--- config.mk ---
export PLATFORM = sky130hd
export DESIGN_NAME = debounce_scheduler
export DESIGN_NICKNAME = d
export VERILOG_FILES = /design/src/rtl/debounce_pkg.sv /design/src/rtl/sync2.sv /design/src/rtl/debounce_scheduler.sv
export SDC_FILE = /design/constraint.sdc
export NUM_CORES = 1
export LEC_CHECK = 0
export BUFFER_PORTS_ARGS = -buffer_cell sky130_fd_sc_hd__buf_2
export CORE_UTILIZATION = 55
export DETAILED_ROUTE_END_ITERATION = 7
export GPL_TIMING_DRIVEN = 0
export PLACE_DENSITY = 0.74
export SYNTH_ARGS = -nofsm -noshare
export SYNTH_HDL_FRONTEND = slang
export SYNTH_SLANG_ARGS = --single-unit
--- constraint.sdc ---
create_clock -name clock -period 2.2 [get_ports clock]
set_input_delay 0.11 -clock clock [delete_from_list [all_inputs] [get_ports clock]]
set_output_delay 0.11 -clock clock [all_outputs]
set_load 0.05 [all_outputs]
--- src/rtl/debounce_pkg.sv ---
// Shared types, default parameters and width helper for the multi-channel
// debounce scheduler.
package debounce_pkg;

    localparam int DEF_N        = 4;
    localparam int DEF_PRESCALE = 8;
    localparam int DEF_STABLE   = 3;

    typedef enum logic {
        IDLE = 1'b0,
        SCAN = 1'b1
    } state_t;

    // Bits needed to index 'value' distinct items (returns 0 for value <= 1).
    function automatic int clog2(input int value);
        int r;
        int v;
        r = 0;
        v = value - 1;
        while (v > 0) begin
            r++;
            v = v >> 1;
        end
        return r;
    endfunction

endpackage

--- src/rtl/sync2.sv ---
// Two-flop synchronizer for one raw asynchronous input bit.
module sync2 (
    input  logic clock,
    input  logic reset,
    input  logic d,
    output logic q
);

    logic meta;

    // Two back-to-back flops give the first stage a full cycle to settle.
    always_ff @(posedge clock) begin
        if (reset) begin
            meta <= 1'b0;
            q    <= 1'b0;
        end else begin
            meta <= d;
            q    <= meta;
        end
    end

endmodule

--- src/rtl/debounce_scheduler.sv ---
// Time-multiplexed debouncer: one prescaler and one compare/count datapath
// serve N channels. Each sample tick starts a scan that visits channels
// 0..N-1 on consecutive cycles.
module debounce_scheduler
    import debounce_pkg::*;
#(
    parameter int N        = DEF_N,
    parameter int PRESCALE = DEF_PRESCALE,
    parameter int STABLE   = DEF_STABLE
) (
    input  logic         clock,
    input  logic         reset,
    input  logic         enable,
    input  logic [N-1:0] in,
    output logic [N-1:0] level,
    output logic [N-1:0] pulse,
    output logic         busy
);

    localparam int CW = clog2(STABLE + 1);
    localparam int PW = clog2(PRESCALE);
    localparam int IW = (N > 1) ? clog2(N) : 1;

    localparam logic [PW-1:0] PCNT_LAST = PW'(PRESCALE - 1);
    localparam logic [CW-1:0] CNT_LAST  = CW'(STABLE - 1);
    localparam logic [IW-1:0] CH_LAST   = IW'(N - 1);

    logic [N-1:0]         s;
    logic [PW-1:0]        pcnt;
    logic                 tick;
    state_t               state, state_nxt;
    logic [IW-1:0]        ch, ch_nxt;
    logic [N-1:0][CW-1:0] cnt;

    logic                 cur_s;
    logic                 cur_level;
    logic [CW-1:0]        cur_cnt;
    logic [CW-1:0]        cnt_new;
    logic                 flip;

    for (genvar k = 0; k < N; k++) begin : g_sync
        sync2 u_sync (
            .clock (clock),
            .reset (reset),
            .d     (in[k]),
            .q     (s[k])
        );
    end

    // Ticks only fire while enabled, so a prescaler frozen at its last value
    // cannot keep retriggering scans.
    assign tick = enable && (pcnt == PCNT_LAST);

    // Sample-rate prescaler; freezes in place while disabled.
    always_ff @(posedge clock) begin
        if (reset) begin
            pcnt <= '0;
        end else if (enable) begin
            pcnt <= tick ? '0 : pcnt + PW'(1);
        end
    end

    // Scan FSM state and channel pointer.
    always_ff @(posedge clock) begin
        if (reset) begin
            state <= IDLE;
            ch    <= '0;
        end else begin
            state <= state_nxt;
            ch    <= ch_nxt;
        end
    end

    // A scan runs to completion regardless of enable; only new ticks stop.
    always_comb begin
        state_nxt = state;
        ch_nxt    = ch;
        case (state)
            IDLE: begin
                if (tick) begin
                    state_nxt = SCAN;
                    ch_nxt    = '0;
                end
            end
            SCAN: begin
                if (ch == CH_LAST) begin
                    state_nxt = IDLE;
                    ch_nxt    = '0;
                end else begin
                    ch_nxt = ch + IW'(1);
                end
            end
            default: begin
                state_nxt = IDLE;
                ch_nxt    = '0;
            end
        endcase
    end

    assign busy = (state == SCAN);

    assign cur_s     = s[ch];
    assign cur_level = level[ch];
    assign cur_cnt   = cnt[ch];

    // Shared compare/count step for whichever channel the scan points at.
    always_comb begin
        flip    = 1'b0;
        cnt_new = cur_cnt;
        if (cur_s == cur_level) begin
            cnt_new = '0;
        end else if (cur_cnt == CNT_LAST) begin
            flip    = 1'b1;
            cnt_new = '0;
        end else begin
            cnt_new = cur_cnt + CW'(1);
        end
    end

    // Per-channel write-back; pulse self-clears so each rise lasts one cycle.
    always_ff @(posedge clock) begin
        if (reset) begin
            level <= '0;
            pulse <= '0;
            cnt   <= '0;
        end else begin
            pulse <= '0;
            if (busy) begin
                cnt[ch] <= cnt_new;
                if (flip) begin
                    level[ch] <= cur_s;
                    pulse[ch] <= cur_s;
                end
            end
        end
    end

endmodule

## Yosys cells after proc, flatten, opt, wreduce, memory -nomap -nowiden

Cells that the tools add are included.

- $add $sub $neg: 3
- $lt $le $gt $ge: 2
- Equal/unequal tests: 5
- Multiplexer cells: 23
- Bitwise gates (word level): 3
- Reduce and logical (&&, ||, !) cells: 4

Operator list:

| cell | count |
|---|---|
| $mux W2 | 6 |
| $bwmux W8 | 1 |
| $mux W1 | 7 |
| $add A2 B1 Y2 const B | 2 |
| $and A4 B4 Y4 | 1 |
| $bmux W1 S2 | 2 |
| $bmux W2 S2 | 1 |
| $bwmux W4 | 1 |
| $demux W2 S2 | 1 |
| $eq A2 B2 Y1 const B | 2 |
| $pmux W2 S2 | 1 |
| $add A3 B1 Y3 const B | 1 |
| $eq A3 B3 Y1 const B | 1 |
| $lt A2 B3 Y1 const B | 1 |
| $mux W3 | 1 |
| $reduce_or A3 Y1 | 1 |
| $demux W1 S2 | 1 |
| $ge A2 B1 Y1 const B | 1 |
| $logic_and A1 B1 Y1 | 2 |
| $ne A2 B2 Y1 const B | 1 |
| $not A1 Y1 | 2 |
| $pmux W1 S2 | 1 |
| $reduce_and A2 Y1 | 1 |
| $eq A1 B1 Y1 | 1 |

- Register bits after elaboration: 30
- Input bits: 7
- Word-level logic and storage cells: 57

## Logic depth before layout (Yosys ltp)

- Depth after elaboration: 7
- Depth in mapped cells: 6
- Gate-level depth less buffers: 5

## Hierarchy

From an unflattened synthesis, not the netlist that was laid out.

- Cells, all modules: 126
- Area, all modules: 1287.5 µm²

Modules (own cells, without submodules):

| module | instances | cells an instance | area each (µm²) |
|---|---|---|---|
| debounce_scheduler | 1 | 110 | 1077.3 |
| sync2 | 4 | 4 | 52.6 |

## Worst setup path after synthesis

OpenSTA, ideal clock, no wires.

- Path kind: flip-flop to flip-flop
- Start point: register ch[0]
- End point: register level[2]
- Setup time: 0.117 ns
- Arrival time: 1.728 ns
- Required time: 2.083 ns
- Path slack: 0.355 ns
- Cell stages (with the launch flop): 7
- Buffers on the path: 2
- Cell sequence: dfxtp_1 -> buf_6 -> mux4_2 -> xor2_2 -> buf_6 -> nand4b_1 -> a32o_2

- Word-level cells in the longest chain between the ends: 6
- Elaborated cells between the ends (all ways): 17
- Classes of those cells: order compare (2); eq/ne (2); mux (11); reduce/logical (2)

RTL lines:

| element | line | RTL |
|---|---|---|
| from (decl) | debounce_scheduler.sv:32 | `logic [IW-1:0] ch, ch_nxt;` |
| from (signal assigned) | debounce_scheduler.sv:70 | `ch <= ch_nxt;` |
| $bmux W2 S2 | debounce_scheduler.sv:104 | `assign cur_cnt = cnt[ch];` |
| $mux W2 (not written as such) | debounce_scheduler.sv:104 |  |
| $eq A2 B2 Y1 | debounce_scheduler.sv:112 | `end else if (cur_cnt == CNT_LAST) begin` |
| $mux W1 | debounce_scheduler.sv:112 |  |
| $mux W1 | debounce_scheduler.sv:110 | `if (cur_s == cur_level) begin` |
| $reduce_and A2 Y1 (no source line) | -- |  |
| to (signal, indexed assignment) | debounce_scheduler.sv:131 | `level[ch] <= cur_s;` |
| to (decl) | debounce_scheduler.sv:15 | `output logic [N-1:0] level,` |

Parallel ways exist; a longest one is shown, timed or not. The select of a mux whose other input is x is not followed.
A chain may end at the register's enable or synchronous reset.

## Worst setup path in the final report

- Start point: register ch[0]
- End point: register level[3]

Same word-level chain as after synthesis.

==> run metrics <==
Rows 17; drc violations 0; CP Cell Sequence buf_6 -> mux4_2 -> xor2_2 -> buf_6 -> nand4b_1 -> a32o_2; worst-path fanout max 10; Num CTS Buffers 5; Critical Path Max Stage Delay 550 ps; Starting DRT DRC Count 67; share of cells above drive strength 1 21.9%; Setup Skew 5.63 ps; total grt overflow 0; initial antenna violation count 0; # resized after CTS 0; crit path DAT 2260 ps; routed wire length 2.78 mm; CTS Hold Bufs 4; Worst Hold Class primary input to flop; global-route wire length before repair 4.34 mm; Synth Cell Area 1310 sq um; crit path capture type flop; CP required 2440 ps; ANT cells 0; die height 50.8 um; Post-Syn Instances 128; worst-case vdd ir drop 0.603 mV; die area 2580 sq um; clock-pin slew on the worst setup and hold paths 90 ps; total track usage 24.0%; H-tree Lvls 2; antenna viol nets, final 0; TritonRoute pass-1 iters 4; top cell type's share of synthesized area 45.9%; crit path launch type flop; top_reg_cell synth dfxtp_1; CTS Root Cell clkbuf_4; #FFs+latches synth 30; Post-synth EDFFs 0; # Max-Cap Violations 0; I/O pin total 16; fin. max-slew vios 0; CP Class flop to flop; Crit path top cell by count buf_6; vias per std cell 5.79; Crit path buffers/inverters 2; min cycle time layout 2020 ps; number of non-filler instances in the completed layout 183; CORE AREA 2230 sq um; Sink Count 30; Initial Util 58.5%; FFs w/ async S/R, synth 0%; worst relative slew slack 68.6%; P per Cell Area 651 nW/um^2; area leader, netlist dfxtp_1; Ys Warns 0; clk buf depth 2; I/O Buffers 15; TritonCTS clock tree done; crit-path leading delay family multiplexers; die width 50.8 um; Worst-Skew Late Latency 340 ps; commonest cells in the netlist dfxtp_1 (30), nand2_1 (15), a21oi_1 (14); library cells used by synthesis 25; Detail Placement HPWL 1.90 mm; synthesized area per cell 10.2 sq um; final cycle utilization of the critical path 91.7%; sum of negative setup slack 0 ps; outcome finished, final reports clean; post-CTS setup buffer count 0; CP max-delay cell mux4_2; RSZ-0062 raised after global routing no; Final Hold Fails 0; most numerous cell in the Yosys netlist dfxtp_1; DP Cell Count 171; RePlAce Congestion 0.780; maximum clock frequency 496 MHz; largest net degree at the start of global routing 11; via count 1060; vias in the first global route 1007; ranking of synthesized cells by area dfxtp_1 (46%), ha_1 (5.7%), a21oi_1 (5.4%); Syn Nets 141; Nets 167; Finish-stage setup viols 0; Worst Tran Pin Value 472 ps; DR WL/cell 15.2 um; sequential area share after synthesis 45.9%; Static Leak 0.617 nW; # fillers 196; area delta synth->final 17.5%
-- worst paths after layout --
check	startpoint	to	slack, ps	cells after the start
max	ch[0]	level[3]	180	6
min	in[0]	g_sync[0].u_sync.meta	10	2
max reg2reg	ch[0]	level[3]	180	6
min reg2reg	g_sync[2].u_sync.meta	g_sync[2].u_sync.q	440	1
-- layout by cell type (no fill, tap or decap), drive strengths merged, types with 6 or more instances in the layout --
master,synthesis,final
dfxtp,30,30
buf,4,19
nand2,15,15
a21oi,14,14
clkbuf,4,12
nor2b,9,9
nand4,8,8
nor2,6,6
ha,6,6
-- stage by stage --
stage	cell area, sq um	power [W]	utilization [%]	hold WS (ps)	worst slack, ps
5_1_grt	1540	0.00103	68.8	13.9	115
2_1_floorplan	1310	0.000589	-	182	355
4_1_cts	1540	0.00101	68.8	14.9	185
3_3_place_gp	1420	0.000601	63.5	320	241
3_5_place_dp	1420	0.000604	63.5	323	206
6_report	1540	0.00100	68.8	10.8	183
-- flip-flops by register name, indices dropped and copies added, names as in the netlist --
name / cells
cnt: 8
g_sync.u_sync.meta: 4
g_sync.u_sync.q: 4
level: 4
pulse: 4
pcnt: 3
ch: 2
busy: 1
-- kinds of logic (layout without fill, tap and decap cells) --
logic type,count (synthesis),in the layout,share of synthesized area [%]
AND/OR/NAND/NOR,52,52,22.0
buffers and inverters,12,39,4.78
flip-flops,30,30,45.9
multiplexers,7,7,9.47
adder cells (fa/ha/maj),6,6,5.74
XOR/XNOR,1,1,1.24
AO/OA/AOI/OAI,20,20,10.8
-- metal layers --
layer | GRT usage, % | wire (um) | vias up
li1 | - | - | 510
met1 | 26.2 | 1150 | 498
met2 | 40.0 | 1380 | 44
met3 | 6.36 | 190 | 8
met4 | 16.7 | 60 | 0
met5 | 0 | 0 | -
-- cell type report --
class	count	area, sq um	share of cell area [%]
multi-input combinational	86	644	41.9
sequential	30	601	39.1
timing repair buffer	19	115	7.49
clock buffer	8	78.8	5.13
buffer	8	47.5	3.09
tap	28	35.0	2.28
inverter	4	15.0	0.977
-- power by group --
part / leakage (nW) / switching (W) / internal (W) / total (W)
sequential: 0.244 / 0.00000355 / 0.000552 / 0.000556
clock: 0.0446 / 0.000185 / 0.000218 / 0.000403
combinational: 0.329 / 0.0000215 / 0.0000199 / 0.0000414
Note: power is estimated with default switching activity, not from simulation.
